<file path="config.mk">
export PLATFORM = sky130hd
export DESIGN_NAME = count_scheduler_flat
export DESIGN_NICKNAME = d
export VERILOG_FILES = /design/src/rtl/count_scheduler_pkg.sv /design/src/rtl/count_scheduler_if.sv /design/src/rtl/count_scheduler_interval_counter.sv /design/src/rtl/count_scheduler.sv /design/src/flat_wrapper.sv
export SDC_FILE = /design/constraint.sdc
export NUM_CORES = 1
export LEC_CHECK = 0
export ABC_CLOCK_PERIOD_IN_PS = 1900
export BUFFER_PORTS_ARGS = -buffer_cell sky130_fd_sc_hd__buf_2
export CORE_UTILIZATION = 51
export DETAILED_ROUTE_END_ITERATION = 12
export PLACE_DENSITY = 0.75
export REMOVE_ABC_BUFFERS = 1
export SYNTH_ARGS = -nofsm -noshare
export SYNTH_HDL_FRONTEND = slang
export SYNTH_SLANG_ARGS = --single-unit
</file>
<file path="constraint.sdc">
create_clock -name i_clock -period 1.9 [get_ports i_clock]
set_input_delay 0.285 -clock i_clock [delete_from_list [all_inputs] [get_ports i_clock]]
set_output_delay 0.285 -clock i_clock [all_outputs]
set_load 0.05 [all_outputs]
</file>
<file path="src/rtl/count_scheduler_pkg.sv">
// rtl/count_scheduler_pkg.sv - shared types, defaults and round-robin pick helper for count_scheduler
package count_sched_pkg;

    localparam int NUM_REQ_DEF = 4;
    localparam int CNT_W_DEF   = 5;

    typedef enum logic [1:0] {
        ST_IDLE = 2'd0,
        ST_LOAD = 2'd1,
        ST_RUN  = 2'd2,
        ST_DONE = 2'd3
    } state_t;

    // Returns {found, index} of the first set bit at or after ptr, wrapping modulo n (n <= 8).
    function automatic logic [3:0] rr_pick(input logic [7:0] req, input logic [2:0] ptr,
                                           input logic [3:0] n);
        logic       found;
        logic [2:0] idx;
        int         k;
        found = 1'b0;
        idx   = 3'd0;
        for (int i = 0; i < 8; i++) begin
            k = (int'(ptr) + i) % int'(n);
            if (i < int'(n) && !found && req[k[2:0]]) begin
                found = 1'b1;
                idx   = k[2:0];
            end
        end
        return {found, idx};
    endfunction

endpackage

</file>
<file path="src/rtl/count_scheduler_if.sv">
// rtl/count_scheduler_if.sv - requester-side bundle of the count_scheduler
interface count_scheduler_if #(
    parameter int NUM_REQ = 4,
    parameter int CNT_W   = 5
);
    logic [NUM_REQ-1:0]         i_req;
    logic [NUM_REQ*CNT_W-1:0]   i_len;
    logic                       i_pause;
    logic [NUM_REQ-1:0]         o_grant;
    logic [$clog2(NUM_REQ)-1:0] o_owner;
    logic [NUM_REQ-1:0]         o_done;
    logic                       o_busy;
    logic [CNT_W-1:0]           o_count;

    modport master (
        output i_req, i_len, i_pause,
        input  o_grant, o_owner, o_done, o_busy, o_count
    );

    modport slave (
        input  i_req, i_len, i_pause,
        output o_grant, o_owner, o_done, o_busy, o_count
    );
endinterface

</file>
<file path="src/rtl/count_scheduler_interval_counter.sv">
// rtl/count_scheduler_interval_counter.sv - loadable up-counter; load takes priority over enable
module interval_counter #(
    parameter int CNT_W = 5
) (
    input  logic             i_clock,
    input  logic             i_rst_n,
    input  logic             load,
    input  logic             enable,
    input  logic [CNT_W-1:0] data,
    output logic [CNT_W-1:0] count
);

    always_ff @(posedge i_clock or negedge i_rst_n) begin
        if (!i_rst_n) begin
            count <= '0;
        end else if (load) begin
            count <= data;
        end else if (enable) begin
            count <= count + 1'b1;
        end
    end

endmodule

</file>
<file path="src/rtl/count_scheduler.sv">
// rtl/count_scheduler.sv - round-robin arbiter lending one interval counter to NUM_REQ requesters
module count_scheduler
    import count_sched_pkg::*;
#(
    parameter int NUM_REQ = NUM_REQ_DEF,
    parameter int CNT_W   = CNT_W_DEF
) (
    input logic             i_clock,
    input logic             i_rst_n,
    count_scheduler_if.slave bus
);

    localparam int OWN_W = $clog2(NUM_REQ);

    if (NUM_REQ < 2 || NUM_REQ > 8) begin : g_bad_num_req
        $error("count_scheduler supports NUM_REQ of 2..8 only");
    end

    state_t             state;
    logic [CNT_W-1:0]   len_q;
    logic [CNT_W-1:0]   count;
    logic [OWN_W-1:0]   owner_q;
    logic [OWN_W-1:0]   rr_ptr;
    logic [OWN_W-1:0]   next_ptr;
    logic [OWN_W-1:0]   pick_idx;
    logic [NUM_REQ-1:0] grant_q;
    logic [NUM_REQ-1:0] done_q;
    logic [NUM_REQ-1:0] pick_onehot;
    logic [CNT_W-1:0]   pick_len;
    logic [7:0]         req_pad;
    logic [3:0]         pick;
    logic               pick_vld;
    logic               busy_q;
    logic               owner_req;
    logic               cnt_load;
    logic               cnt_en;

    always_comb begin
        req_pad                = '0;
        req_pad[NUM_REQ-1:0]   = bus.i_req;
    end

    assign pick     = rr_pick(req_pad, 3'(rr_ptr), 4'(NUM_REQ));
    assign pick_vld = pick[3];
    assign pick_idx = OWN_W'(pick[2:0]);

    always_comb begin
        pick_onehot           = '0;
        pick_onehot[pick_idx] = 1'b1;
        pick_len              = bus.i_len[pick_idx*CNT_W +: CNT_W];
    end

    assign next_ptr  = (owner_q == OWN_W'(NUM_REQ - 1)) ? '0 : owner_q + 1'b1;
    assign owner_req = bus.i_req[owner_q];
    assign cnt_load  = (state == ST_LOAD);
    // The compare against len_q stops the counter at the target, so it can never wrap.
    assign cnt_en    = (state == ST_RUN) && (count != len_q) && !bus.i_pause;

    interval_counter #(.CNT_W(CNT_W)) u_counter (
        .i_clock (i_clock),
        .i_rst_n (i_rst_n),
        .load    (cnt_load),
        .enable  (cnt_en),
        .data    ({CNT_W{1'b0}}),
        .count   (count)
    );

    always_ff @(posedge i_clock or negedge i_rst_n) begin
        if (!i_rst_n) begin
            state   <= ST_IDLE;
            len_q   <= '0;
            owner_q <= '0;
            rr_ptr  <= '0;
            grant_q <= '0;
            done_q  <= '0;
            busy_q  <= 1'b0;
        end else begin
            case (state)
                ST_IDLE: begin
                    if (pick_vld) begin
                        state   <= ST_LOAD;
                        owner_q <= pick_idx;
                        len_q   <= pick_len;
                        grant_q <= pick_onehot;
                        busy_q  <= 1'b1;
                    end
                end
                ST_LOAD: begin
                    if (!owner_req) begin
                        state   <= ST_IDLE;
                        grant_q <= '0;
                        busy_q  <= 1'b0;
                        rr_ptr  <= next_ptr;
                    end else begin
                        state <= ST_RUN;
                    end
                end
                ST_RUN: begin
                    // A dropped request abandons the interval without a completion pulse.
                    if (!owner_req) begin
                        state   <= ST_IDLE;
                        grant_q <= '0;
                        busy_q  <= 1'b0;
                        rr_ptr  <= next_ptr;
                    end else if (count == len_q) begin
                        state  <= ST_DONE;
                        done_q <= grant_q;
                    end
                end
                ST_DONE: begin
                    state   <= ST_IDLE;
                    done_q  <= '0;
                    grant_q <= '0;
                    busy_q  <= 1'b0;
                    rr_ptr  <= next_ptr;
                end
                default: begin
                    state <= ST_IDLE;
                end
            endcase
        end
    end

    assign bus.o_grant = grant_q;
    assign bus.o_owner = owner_q;
    assign bus.o_done  = done_q;
    assign bus.o_busy  = busy_q;
    assign bus.o_count = count;

endmodule

</file>
<file path="src/flat_wrapper.sv">
// flat-port wrapper written by rule: the top's interface ports become plain ports
module count_scheduler_flat import count_sched_pkg::*;
#(
    parameter int NUM_REQ = NUM_REQ_DEF,
    parameter int CNT_W   = CNT_W_DEF
)
  (i_clock, i_rst_n, bus_i_req, bus_i_len, bus_i_pause, bus_o_grant, bus_o_owner, bus_o_done, bus_o_busy, bus_o_count);
  count_scheduler_if #(.NUM_REQ(NUM_REQ), .CNT_W(CNT_W)) bus_i ();
  input logic i_clock;
  input logic i_rst_n;
  input wire logic [$bits(bus_i.i_req)-1:0] bus_i_req;
  input wire logic [$bits(bus_i.i_len)-1:0] bus_i_len;
  input wire logic [$bits(bus_i.i_pause)-1:0] bus_i_pause;
  output wire logic [$bits(bus_i.o_grant)-1:0] bus_o_grant;
  output wire logic [$bits(bus_i.o_owner)-1:0] bus_o_owner;
  output wire logic [$bits(bus_i.o_done)-1:0] bus_o_done;
  output wire logic [$bits(bus_i.o_busy)-1:0] bus_o_busy;
  output wire logic [$bits(bus_i.o_count)-1:0] bus_o_count;
  assign bus_i.i_req = bus_i_req;
  assign bus_i.i_len = bus_i_len;
  assign bus_i.i_pause = bus_i_pause;
  assign bus_o_grant = bus_i.o_grant;
  assign bus_o_owner = bus_i.o_owner;
  assign bus_o_done = bus_i.o_done;
  assign bus_o_busy = bus_i.o_busy;
  assign bus_o_count = bus_i.o_count;
  count_scheduler #(.NUM_REQ(NUM_REQ), .CNT_W(CNT_W)) u_core (.i_clock(i_clock), .i_rst_n(i_rst_n), .bus(bus_i));
endmodule
</file>
Yosys cells after proc, flatten, opt, wreduce, memory -nomap -nowiden
Index checks and enable logic that the tools add are counted.
{"block": "totals", "out_inout_bits": 16, "reg_bits": 25}
{"block": "op_classes", "mux": 39, "n_eq_ne": 11, "n_shift": 1, "n_bitwise": 3, "mul": 1, "order_cmp": 7, "add_sub_neg": 5, "reduce_logical": 23}
{"cell": "2-bit two-way mux", "n": 10}
{"cell": "20-bit by 6-bit indexed part select with 5-bit output", "n": 1}
{"cell": "4-bit two-way mux", "n": 4}
{"cell": "3-bit by 4-bit less-than comparator with 1-bit output (second input constant)", "n": 3}
{"cell": "1-bit two-way mux", "n": 12}
{"cell": "4-bit case mux with 3 select lines", "n": 1}
{"cell": "5-bit two-way mux", "n": 2}
{"cell": "1-bit binary-select mux with 3-bit select", "n": 3}
{"cell": "2-bit case mux with 4 select lines", "n": 1}
{"cell": "4-bit case mux with 2 select lines", "n": 1}
{"cell": "2-bit AND reduction", "n": 4}
{"cell": "2-bit OR reduction", "n": 4}
{"cell": "2-bit equality test (second input constant)", "n": 3}
{"cell": "1-bit logical AND", "n": 6}
{"cell": "2-bit by 3-bit less-than comparator with 1-bit output (second input constant)", "n": 2}
{"cell": "2-bit nonzero test", "n": 3}
{"cell": "5-bit by 1-bit adder with 5-bit output (second input constant)", "n": 1}
{"cell": "5-bit equality test", "n": 1}
{"cell": "2-bit by 3-bit multiplier with 5-bit output (second input constant)", "n": 1}
{"cell": "5-bit != test", "n": 1}
{"cell": "2-bit by 1-bit adder with 2-bit output (second input constant)", "n": 2}
{"cell": "2-bit adder (second input constant)", "n": 2}
{"cell": "1-bit binary-select mux with 2-bit select", "n": 2}
{"cell": "1-bit zero test", "n": 4}
{"cell": "other kinds (12)", "n": 16}

Depth between registers and ports, before layout
Gate-level depths: netlist of the first run.
{"block": "depth", "depth_word": 19, "mapped_depth": 8}

Cells and area by module
A second synthesis of the first run with hierarchy kept.
{"block": "hier_totals", "hier_cells": 156, "area_unflattened_um2": 1535.2}
{"module": "count_scheduler", "seq_area_each_um2": 500.5, "n_inst": 1, "area_per_inst_um2": 1286.2, "cells_per_inst": 132}
{"module": "interval_counter", "seq_area_each_um2": 125.1, "n_inst": 1, "area_per_inst_um2": 249.0, "cells_per_inst": 24}

Least setup slack after synthesis of the first run
OpenSTA, ideal clock, no wires.
{"block": "synth_timing", "path_type": "register -> register", "start": "reg u_core.owner_q[0] (netlist: u_core.bus.o_owner[0])", "end": "reg u_core.rr_ptr[1]", "stages_incl_launch_ff": 5, "arrival_time_ps": 1846, "setup_slack_ps": -73, "path_cell_list": "dfrtp_1 -> mux4_2 -> nand2_1 -> o21a_1 -> mux2_1"}
{"block": "synth_via", "elab_chain_len": 4, "word_cells_on_any_way": 9, "classes_between": "add/sub: 1; eq/ne: 2; mux: 5; reduce/logical: 1"}
{"element": "from (decl)", "line": "count_scheduler.sv:22", "rtl": "logic [OWN_W-1:0] owner_q;"}
{"element": "from (signal assigned)", "line": "count_scheduler.sv:82", "rtl": "owner_q <= pick_idx;"}
{"element": "2-bit by 1-bit adder with 2-bit output, or another cell as far along", "line": "count_scheduler.sv:53", "rtl": "assign next_ptr = (owner_q == OWN_W'(NUM_REQ - 1)) ? '0 : owner_q + 1'b1;"}
{"element": "2-bit two-way mux or 1-bit two-way mux (tied branches)", "line": "count_scheduler.sv:53, count_scheduler.sv:54"}
{"element": "2-bit two-way mux or 2-bit != test (tied branches)"}
{"element": "2-bit case mux with 2 select lines or 2-bit AND reduction (tied branches)"}
{"element": "to (signal assigned)", "line": "count_scheduler.sv:93", "rtl": "rr_ptr <= next_ptr;"}
{"element": "to (signal assigned)", "line": "count_scheduler.sv:104", "rtl": "rr_ptr <= next_ptr;"}
{"element": "to (signal assigned)", "line": "count_scheduler.sv:115", "rtl": "rr_ptr <= next_ptr;"}
{"element": "to (decl)", "line": "count_scheduler.sv:23", "rtl": "logic [OWN_W-1:0] rr_ptr;"}
Parallel ways exist; a longest one is shown, timed or not. The select of a mux whose other input is x is not followed.
A chain may end at the register's enable or synchronous reset.

Final worst setup path of the first run
Ends and elaborated chain as after synthesis.

==> results of run 1 <==
cell usage in the layout (no fill, tap or decap), drive strengths merged, types with 2 or more instances in the layout:
cell type	netlist	routed
nand2	13	13
a32o	5	5
o21a	2	2
nand4	2	2
buf	3	48
a2111oi	5	5
a21oi	3	3
a211oi	5	5
o21ai	6	6
mux2i	11	11
a21boi	6	6
o22ai	5	5
mux2	2	2
xor2	4	4
clkbuf	1	3
nor2	16	16
ha	6	6
dfrtp	25	25
inv	5	5
a21o	2	2
xnor2	5	5
Yosys cell counts, types with 2 or more instances:
| library cell | n |
|---|---|
| a2111oi_2 | 5 |
| o21ai_0 | 6 |
| xnor2_1 | 5 |
| nand4_1 | 2 |
| dfrtp_1 | 25 |
| inv_1 | 5 |
| ha_1 | 6 |
| a32o_1 | 5 |
| a211oi_1 | 5 |
| a21oi_1 | 3 |
| a21o_1 | 2 |
| o21a_1 | 2 |
| o22ai_1 | 5 |
| a21boi_1 | 6 |
| buf_6 | 2 |
| xor2_1 | 4 |
| mux2i_1 | 11 |
| nor2_1 | 16 |
| nand2_2 | 2 |
| nand2_1 | 11 |
worst max-delay path, stage by stage, from the launching register on:
cell and delay, ns:
dfrtp_1 0.46, mux4_2 0.59, nand2_1 0.11, o21a_1 0.17, mux2_1 0.33
power breakdown:
part	internal, W	switching, W	leakage [nW]
combinational	0.000623	0.00114	0.553
clock	0.0000786	0.000156	0.0177
sequential	0.000753	0.000205	0.314
total	0.00145	0.00150	0.885
per-stage QoR:
stage	utilization	hold slack, ns	worst slack (ns)	setup TNS [ns]
after floorplan	-	-0.0106	-0.0731	-0.0731
after global placement	0.633	0.303	0.194	0
after detailed placement	0.633	0.310	0.128	0
after CTS	0.646	0.286	0.108	0
after global routing	0.655	0.294	0.0378	0
final	0.655	0.290	0.123	0
state kept, by name, indices dropped and copies added (netlist names):
name	flops
u_core.state	2
u_core.len_q	5
u_core.bus.o_busy	1
u_core.bus.o_grant	4
u_core.rr_ptr	2
u_core.bus.o_owner	2
u_core.bus.o_done	4
u_core.u_counter.count	5
layout make-up:
cell class                 instances  area (µm²)  area share
multi-input combinational        109         845       0.464
clock buffer                       3        22.5      0.0124
timing repair buffer              49         265       0.146
sequential                        25         626       0.344
tap                               31        38.8      0.0213
inverter                           5        18.8      0.0103
clock inverter                     1        5.00     0.00275
path summary, 6_finish.rpt:
check	start	end	slack, ns	cells past startpoint
worst max-delay path	u_core.bus.o_owner[0]	u_core.rr_ptr[1]	0.12	4
worst min-delay path	bus_i_len[15]	u_core.len_q[0]	0.29	3
worst max register to register	u_core.bus.o_owner[0]	u_core.rr_ptr[1]	0.12	4
worst min register to register	u_core.bus.o_busy	u_core.bus.o_busy	0.51	1
max in group asynchronous	i_rst_n	u_core.state[1]	1.05	2
min in group asynchronous	i_rst_n	u_core.u_counter.count[4]	0.47	2
kinds of logic after synthesis:
kind of cell,Yosys count,synth area share
flops,25,0.412
xor+xnor,9,0.0518
compound gates,43,0.237
mux,14,0.102
buf+inv,9,0.0329
fa+ha+maj,6,0.0494
simple gates,37,0.115
routing by layer:
metal	routed length (µm)	GRT usage
met1	1540	0.304
met2	1760	0.420
met3	96	0.0230
met4	44	0.0697
met5	0	0
repair_timing:
item,4_1_cts,5_1_grt
hold endpoints to repair,25,0
hold buffers,1,0
setup buffers,0,3
setup endpoints to repair,0,4
==> results.toml, run 1 <==
[status]
status = "complete, no violations"

[sta]
rsz0062_at_grt = "false"
hold_violations = 0
relSlewSlack = 0.622
finalSetupViolCount = 0
skew_ns = 0.00941
max_freq_mhz = 563
drv_slew = 0
fin_crit_ns = 1.78
period_share = 0.935
tightest_slew_ns = 0.567

[yosys]
ys_top_cells_by_area = "dfrtp_1, mux2i_1, a2111oi_2, ha_1, nor2_1"
ys_seq_area_frac = 0.412
ys_types = 35
syn_avg_cell_area_um2 = 10.6
ys_ff_latch = 25
yosys.area.top_type = "dfrtp_1"
syn_area_mm2 = 0.00152
async_reset_ff_frac = 1.00
synth_edf_count = 0
synthCells = 143
yosysTopAreaCellShare = 0.412
ys_dominant_reg_cell = "dfrtp_1"
ys_warn_count = 0

[layout]
fill_cells = 227
n_antenna_cell = 0
area_growth_pct = 19.8
fin_nets = 226
fin_area_mm2 = 0.00182
finalNonFillerCells = 223
final_layout_size_suffix_gt1_frac = 0.333

[power_and_ir_drop]
cellPowerDensity_mw_per_mm2 = 1620
ir_drop_mv = 1.25
power.leakage_nw = 0.885
finalPower_w = 0.00295

[placement]
place_area_mm2 = 0.00176
dpl.hpwl_um = 2740
place_inst = 215
portBuffers = 42
place_congestion = 0.871

[clock_network]
cts_inserted_buffers = 3
clock_sinks = 25
root_buffer = "clkbuf_4"
tritoncts = "yes"
cts_resized = 0
clkTransAtPathRegs_ns = 0.14
htreeDepth = 1
insertion_delay_ns = 0.31
clk_path_buf_depth = 2

[global_route]
grt_max_degree = 26
overflow = 0
grt_pass1_vias = 1309
grt_use_total = 0.237
grt_pass1_wl_um = 5930
antenna_found_initial = 0

[die]
core_mm2 = 0.00278
die_h_um = 56.6
fp-row-count = 19
initial_core_util = 0.547
die_w_um = 56.6
pin_count = 43
dieArea_mm2 = 0.00320

[routing]
antenna_left = 0
num_vias = 1291
drt-total-wl_um = 3450
firstDrtPassIters = 4
viasPerCell = 5.79
drc = 0
drt_iter0_markers = 33
routedWlPerCell_um = 15.5

[worst_setup_path]
critPathRequiredTime_ns = 2.10
crit_arrival_ns = 1.98
crit_fanout = 5
cp-end-kind = "flip-flop"
crit_type = "flip-flop to flip-flop"
worstSetupStartpointType = "flip-flop"

[flow_run]
cap_violations = 0

[hold_path]
hp-class = "input port to flip-flop"
Power figures use the tool's default switching activity.
==> run 2: changes to the inputs <==
--- a/config.mk
+++ b/config.mk
@@ -8,7 +8,7 @@
 export ABC_CLOCK_PERIOD_IN_PS = 1900
 export BUFFER_PORTS_ARGS = -buffer_cell sky130_fd_sc_hd__buf_2
-export CORE_UTILIZATION = 51
+export CORE_UTILIZATION = 45
 export DETAILED_ROUTE_END_ITERATION = 12
-export PLACE_DENSITY = 0.75
+export PLACE_DENSITY = 0.68
 export REMOVE_ABC_BUFFERS = 1
 export SYNTH_ARGS = -nofsm -noshare
==> constraint.sdc (replaced) <==
create_clock -name i_clock -period 1.9 [get_ports i_clock]
set_input_delay 0.095 -clock i_clock [delete_from_list [all_inputs] [get_ports i_clock]]
set_output_delay 0.095 -clock i_clock [all_outputs]
set_load 0.05 [all_outputs]
==> results.toml, run 2 (synthesis results as in run 1) <==
[status]
status = "complete, no violations"

[worst_setup_path]
worstSetupStartpointType = "flip-flop"
worstSetupEndpoint = "u_core.rr_ptr[1]"
crit_type = "flip-flop to flip-flop"
crit_arrival_ns = 1.98
reg2reg_from = "u_core.bus.o_owner[0]"
rr_endpoint = "u_core.rr_ptr[1]"
cp_slowest_cell = "mux4_2"
critPathRequiredTime_ns = 2.13
crit_fanout = 5
crit_chain = "mux4_2 -> nand2_1 -> o21a_1 -> mux2_1"
max_stage_delay_ns = 0.57
cp-end-kind = "flip-flop"
ff2ff_path_depth = 4
cp-startpoint = "u_core.bus.o_owner[0]"
worst-r2r-setup-slack_ns = 0.15

[sta]
setup_tns_ns = 0
rsz0062_at_grt = "false"
whs_ns = 0.0880
period_share = 0.922
max_freq_mhz = 571
relSlewSlack = 0.625
drv_slew = 0
hold_violations = 0
skew_ns = 0.00139
tightest_slew_ns = 0.562
fin_crit_ns = 1.75
finalSetupViolCount = 0
worst_slack_ns = 0.149

[die]
pin_count = 43
core_mm2 = 0.00313
dieArea_mm2 = 0.00361
die_w_um = 60.1
fp-row-count = 20
die_h_um = 60.1
initial_core_util = 0.486

[global_route]
grt_pass1_wl_um = 5610
overflow = 0
grt_max_degree = 26
antenna_found_initial = 0
grt_use_total = 0.211
grt_pass1_vias = 1259

[layout]
n_antenna_cell = 0
area_growth_pct = 19.9
final_common_cell = "buf_2"
largest_registers = "u_core.len_q x5, u_core.u_counter.count x5"
layout_common_cells = "buf_2, dfrtp_1, nor2_1, mux2i_1, nand2_1"
final_layout_size_suffix_gt1_frac = 0.332
fin_nets = 224
fin_area_mm2 = 0.00182

[power_and_ir_drop]
power_switching_w = 0.00149
cellPowerDensity_mw_per_mm2 = 1620
pwr-share-clk = 0.085
internal_power_w = 0.00146
seqPwrFrac = 0.327
ir_drop_mv = 0.628
finalPower_w = 0.00295
combPwrFrac = 0.589
power.leakage_nw = 0.870
switching_share = 0.506

[clock_network]
clk_path_buf_depth = 2
tritoncts = "yes"
clock_sinks = 25
insertion_delay_ns = 0.33
root_buffer = "clkbuf_4"
cts_inserted_buffers = 3
htreeDepth = 1
clkTransAtPathRegs_ns = 0.14

[routing]
drt-total-wl_um = 3400
drc = 0
firstDrtPassIters = 4
drt_iter0_markers = 41
num_vias = 1303
viasPerCell = 5.57
routedWlPerCell_um = 14.5
antenna_left = 0

[placement]
pre_cts_ws_ns = 0.0982
place_congestion = 0.815
place_area_mm2 = 0.00177
portBuffers = 42
dpl.hpwl_um = 2720

[flow_run]
cap_violations = 0

[hold_path]
hp-class = "input port to flip-flop"
-- run 2: cell count changes in the layout (fill, tap and decap cells not counted), sizes merged --
cell    before  now
clkbuf       3    4
buf         48   46
clkinv       1    0
-- run 2: power groups by stage --
stage                     Combinational [W]  Clock (W)  Sequential (W)
after floorplan                    0.000949          0         0.00133
after global placement              0.00170          0        0.000955
after detailed placement            0.00175          0        0.000977
after CTS                           0.00175   0.000252        0.000965
after global routing                0.00191   0.000273        0.000994
final                               0.00174   0.000250        0.000965
-- run 2: how the worst min path moves through the flow --
stage	from	endpoint	slack, ns	cells past startpoint
after floorplan	i_rst_n	u_core.bus.o_busy	-0.20	0
after global placement	i_rst_n	u_core.u_counter.count[2]	0.11	1
after detailed placement	i_rst_n	u_core.u_counter.count[0]	0.12	1
after CTS	bus_i_len[19]	u_core.len_q[4]	0.09	3
after global routing	bus_i_len[19]	u_core.len_q[4]	0.08	3
final	bus_i_len[19]	u_core.len_q[4]	0.09	3
-- run 2: area by class of cell --
type	instances	area, µm²
repair buffers	47	250
inverters	5	18.8
well taps	44	55.1
flip-flops and latches	25	628
multi-input cells	109	845
fillers	274	1310
clock buffers	4	26.3
-- run 2: repair_timing --
| action | 4_1_cts | 5_1_grt |
|---|---|---|
| hold buffers | 1 | 0 |
| endpoints found under the hold margin | 25 | 0 |
| buffers inserted | 0 | 2 |
| setup endpoints to repair | 0 | 6 |
| gates resized for setup | 0 | 2 |
-- run 2: per-layer routing --
layer	track usage	wire length, µm	vias up	part of all wire
met3	0.0325	130	7	0.038
met1	0.252	1450	631	0.43
met2	0.370	1770	37	0.52
li1	-	-	628	-
met5	0	0	-	0
met4	0.0930	53	0	0.016
-- run 2: metrics by stage --
step,cells,utilization
after global placement,227,0.566
after detailed placement,227,0.566
after CTS,232,0.577
after floorplan,139,-
final,234,0.583
after global routing,234,0.583
-- run 2: worst max-delay path: cells and delay by family (launching register included) --
| kind | cells | cell delay, ns |
|---|---|---|
| simple gates | 1 | 0.12 |
| compound gates | 1 | 0.18 |
| flops | 1 | 0.44 |
| mux | 2 | 0.91 |
==> run 3: changes to the inputs <==
==> constraint.sdc (replaced) <==
create_clock -name i_clock -period 1.9 [get_ports i_clock]
set_input_delay 0.19 -clock i_clock [delete_from_list [all_inputs] [get_ports i_clock]]
set_output_delay 0.19 -clock i_clock [all_outputs]
set_load 0.05 [all_outputs]
==> results.toml, run 3 (synthesis results as in run 1) <==
[die]
pin_count = 43
core_mm2 = 0.00313
dieArea_mm2 = 0.00361
fp-row-count = 20
die_w_um = 60.1
initial_core_util = 0.486
die_h_um = 60.1

[layout]
final_common_cell = "buf_2"
finalNonFillerCells = 233
multiInputGateArea_um2 = 845
fill_cells = 299
seqCellArea_um2 = 627
layout_common_cells = "buf_2, dfrtp_1, nor2_1, mux2i_1, nand2_1"
n_antenna_cell = 0
final_layout_size_suffix_gt1_frac = 0.328
largest_registers = "u_core.len_q x5, u_core.u_counter.count x5"
fin_util = 0.584
area_growth_pct = 20.2
fin_nets = 223

[routing]
routedWlPerCell_um = 14.6
drt_iter0_markers = 34
antenna_left = 0
drc = 0
viasPerCell = 5.49
firstDrtPassIters = 5
num_vias = 1279
drt-total-wl_um = 3410

[status]
status = "complete, no violations"

[sta]
skew_ns = 0.00984
hold_violations = 0
fin_crit_ns = 1.80
drv_slew = 0
whs_ns = 0.198
max_freq_mhz = 557
tightest_slew_ns = 0.573
relSlewSlack = 0.618
period_share = 0.946
rsz0062_at_grt = "false"
finalSetupViolCount = 0
setup_tns_ns = 0

[placement]
place_congestion = 0.812
place_inst = 227
portBuffers = 42
dpl.hpwl_um = 2700

[worst_setup_path]
crit_arrival_ns = 2.02
crit_fanout = 5
critPathRequiredTime_ns = 2.12
cp-end-kind = "flip-flop"
crit_chain = "mux4_2 -> nand2_1 -> o21a_1 -> mux2_1"
max_stage_delay_ns = 0.59
worstSetupStartpointType = "flip-flop"
cp_slowest_cell = "mux4_2"
crit_type = "flip-flop to flip-flop"

[power_and_ir_drop]
cellPowerDensity_mw_per_mm2 = 1610
power.leakage_nw = 0.871
finalPower_w = 0.00295
ir_drop_mv = 0.678

[global_route]
grt_pass1_wl_um = 5800
antenna_found_initial = 0
grt_pass1_vias = 1275
grt_use_total = 0.215
overflow = 0
grt_max_degree = 26

[clock_network]
clk_path_buf_depth = 2
tritoncts = "yes"
clock_sinks = 25
cts_inserted_buffers = 3
root_buffer = "clkbuf_4"
insertion_delay_ns = 0.32
clkTransAtPathRegs_ns = 0.15
htreeDepth = 1

[flow_run]
cap_violations = 0

[hold_path]
hp-class = "input port to flip-flop"
## run 3: path summary, 6_finish.rpt
path	startpoint	endpoint	slack [ns]	cells after the start
setup / recovery	u_core.bus.o_owner[0]	u_core.rr_ptr[1]	0.10	4
hold / removal	bus_i_len[19]	u_core.len_q[4]	0.20	3
setup reg to reg	u_core.bus.o_owner[0]	u_core.rr_ptr[1]	0.10	4
hold reg to reg	u_core.bus.o_busy	u_core.bus.o_busy	0.51	1
max in group asynchronous	i_rst_n	u_core.rr_ptr[1]	1.11	2
min in group asynchronous	i_rst_n	u_core.bus.o_grant[1]	0.39	2
## run 3: area by class of cell
class	instances	area share
well taps	44	0.0301
flip-flops and latches	25	0.343
repair buffers	46	0.140
clock buffers	3	0.0123
multi-input cells	109	0.462
inverters	5	0.0103
clock inverters	1	0.00274
## run 3: through the flow
step / setup WS [ns] / instance area [µm²]
2_1_floorplan: -0.0731 / 1490
3_3_place_gp: 0.150 / 1770
3_5_place_dp: 0.0988 / 1770
4_1_cts: 0.0791 / 1810
5_1_grt: 0.0106 / 1830
6_report: 0.103 / 1830
## run 3: report_power, final
part	internal (W)	switching [W]	leakage, nW
Clock	0.0000787	0.000165	0.0177
Combinational	0.000618	0.00112	0.540
Sequential	0.000755	0.000210	0.313
Total	0.00145	0.00149	0.871
## run 3: worst max-delay path, delay by kind of cell (launching register included)
kind,cells,cell delay [ns]
AO/OA/AOI/OAI,1,0.19
AND/OR/NAND/NOR,1,0.12
multiplexers,2,0.92
flip-flops,1,0.47
## run 3: metal layers
metal,global-route usage,up-vias,wire [µm]
li1,-,623,-
met1,0.279,620,1550
met2,0.377,28,1740
met3,0.0260,8,73
met4,0.0498,0,40
met5,0,-,0
## run 3: what timing repair did
item,in CTS,in global routing
endpoints found under the setup margin,0,5
resized for setup,0,1
hold buffers,1,0
setup buffers,0,1
hold endpoints to repair,25,0
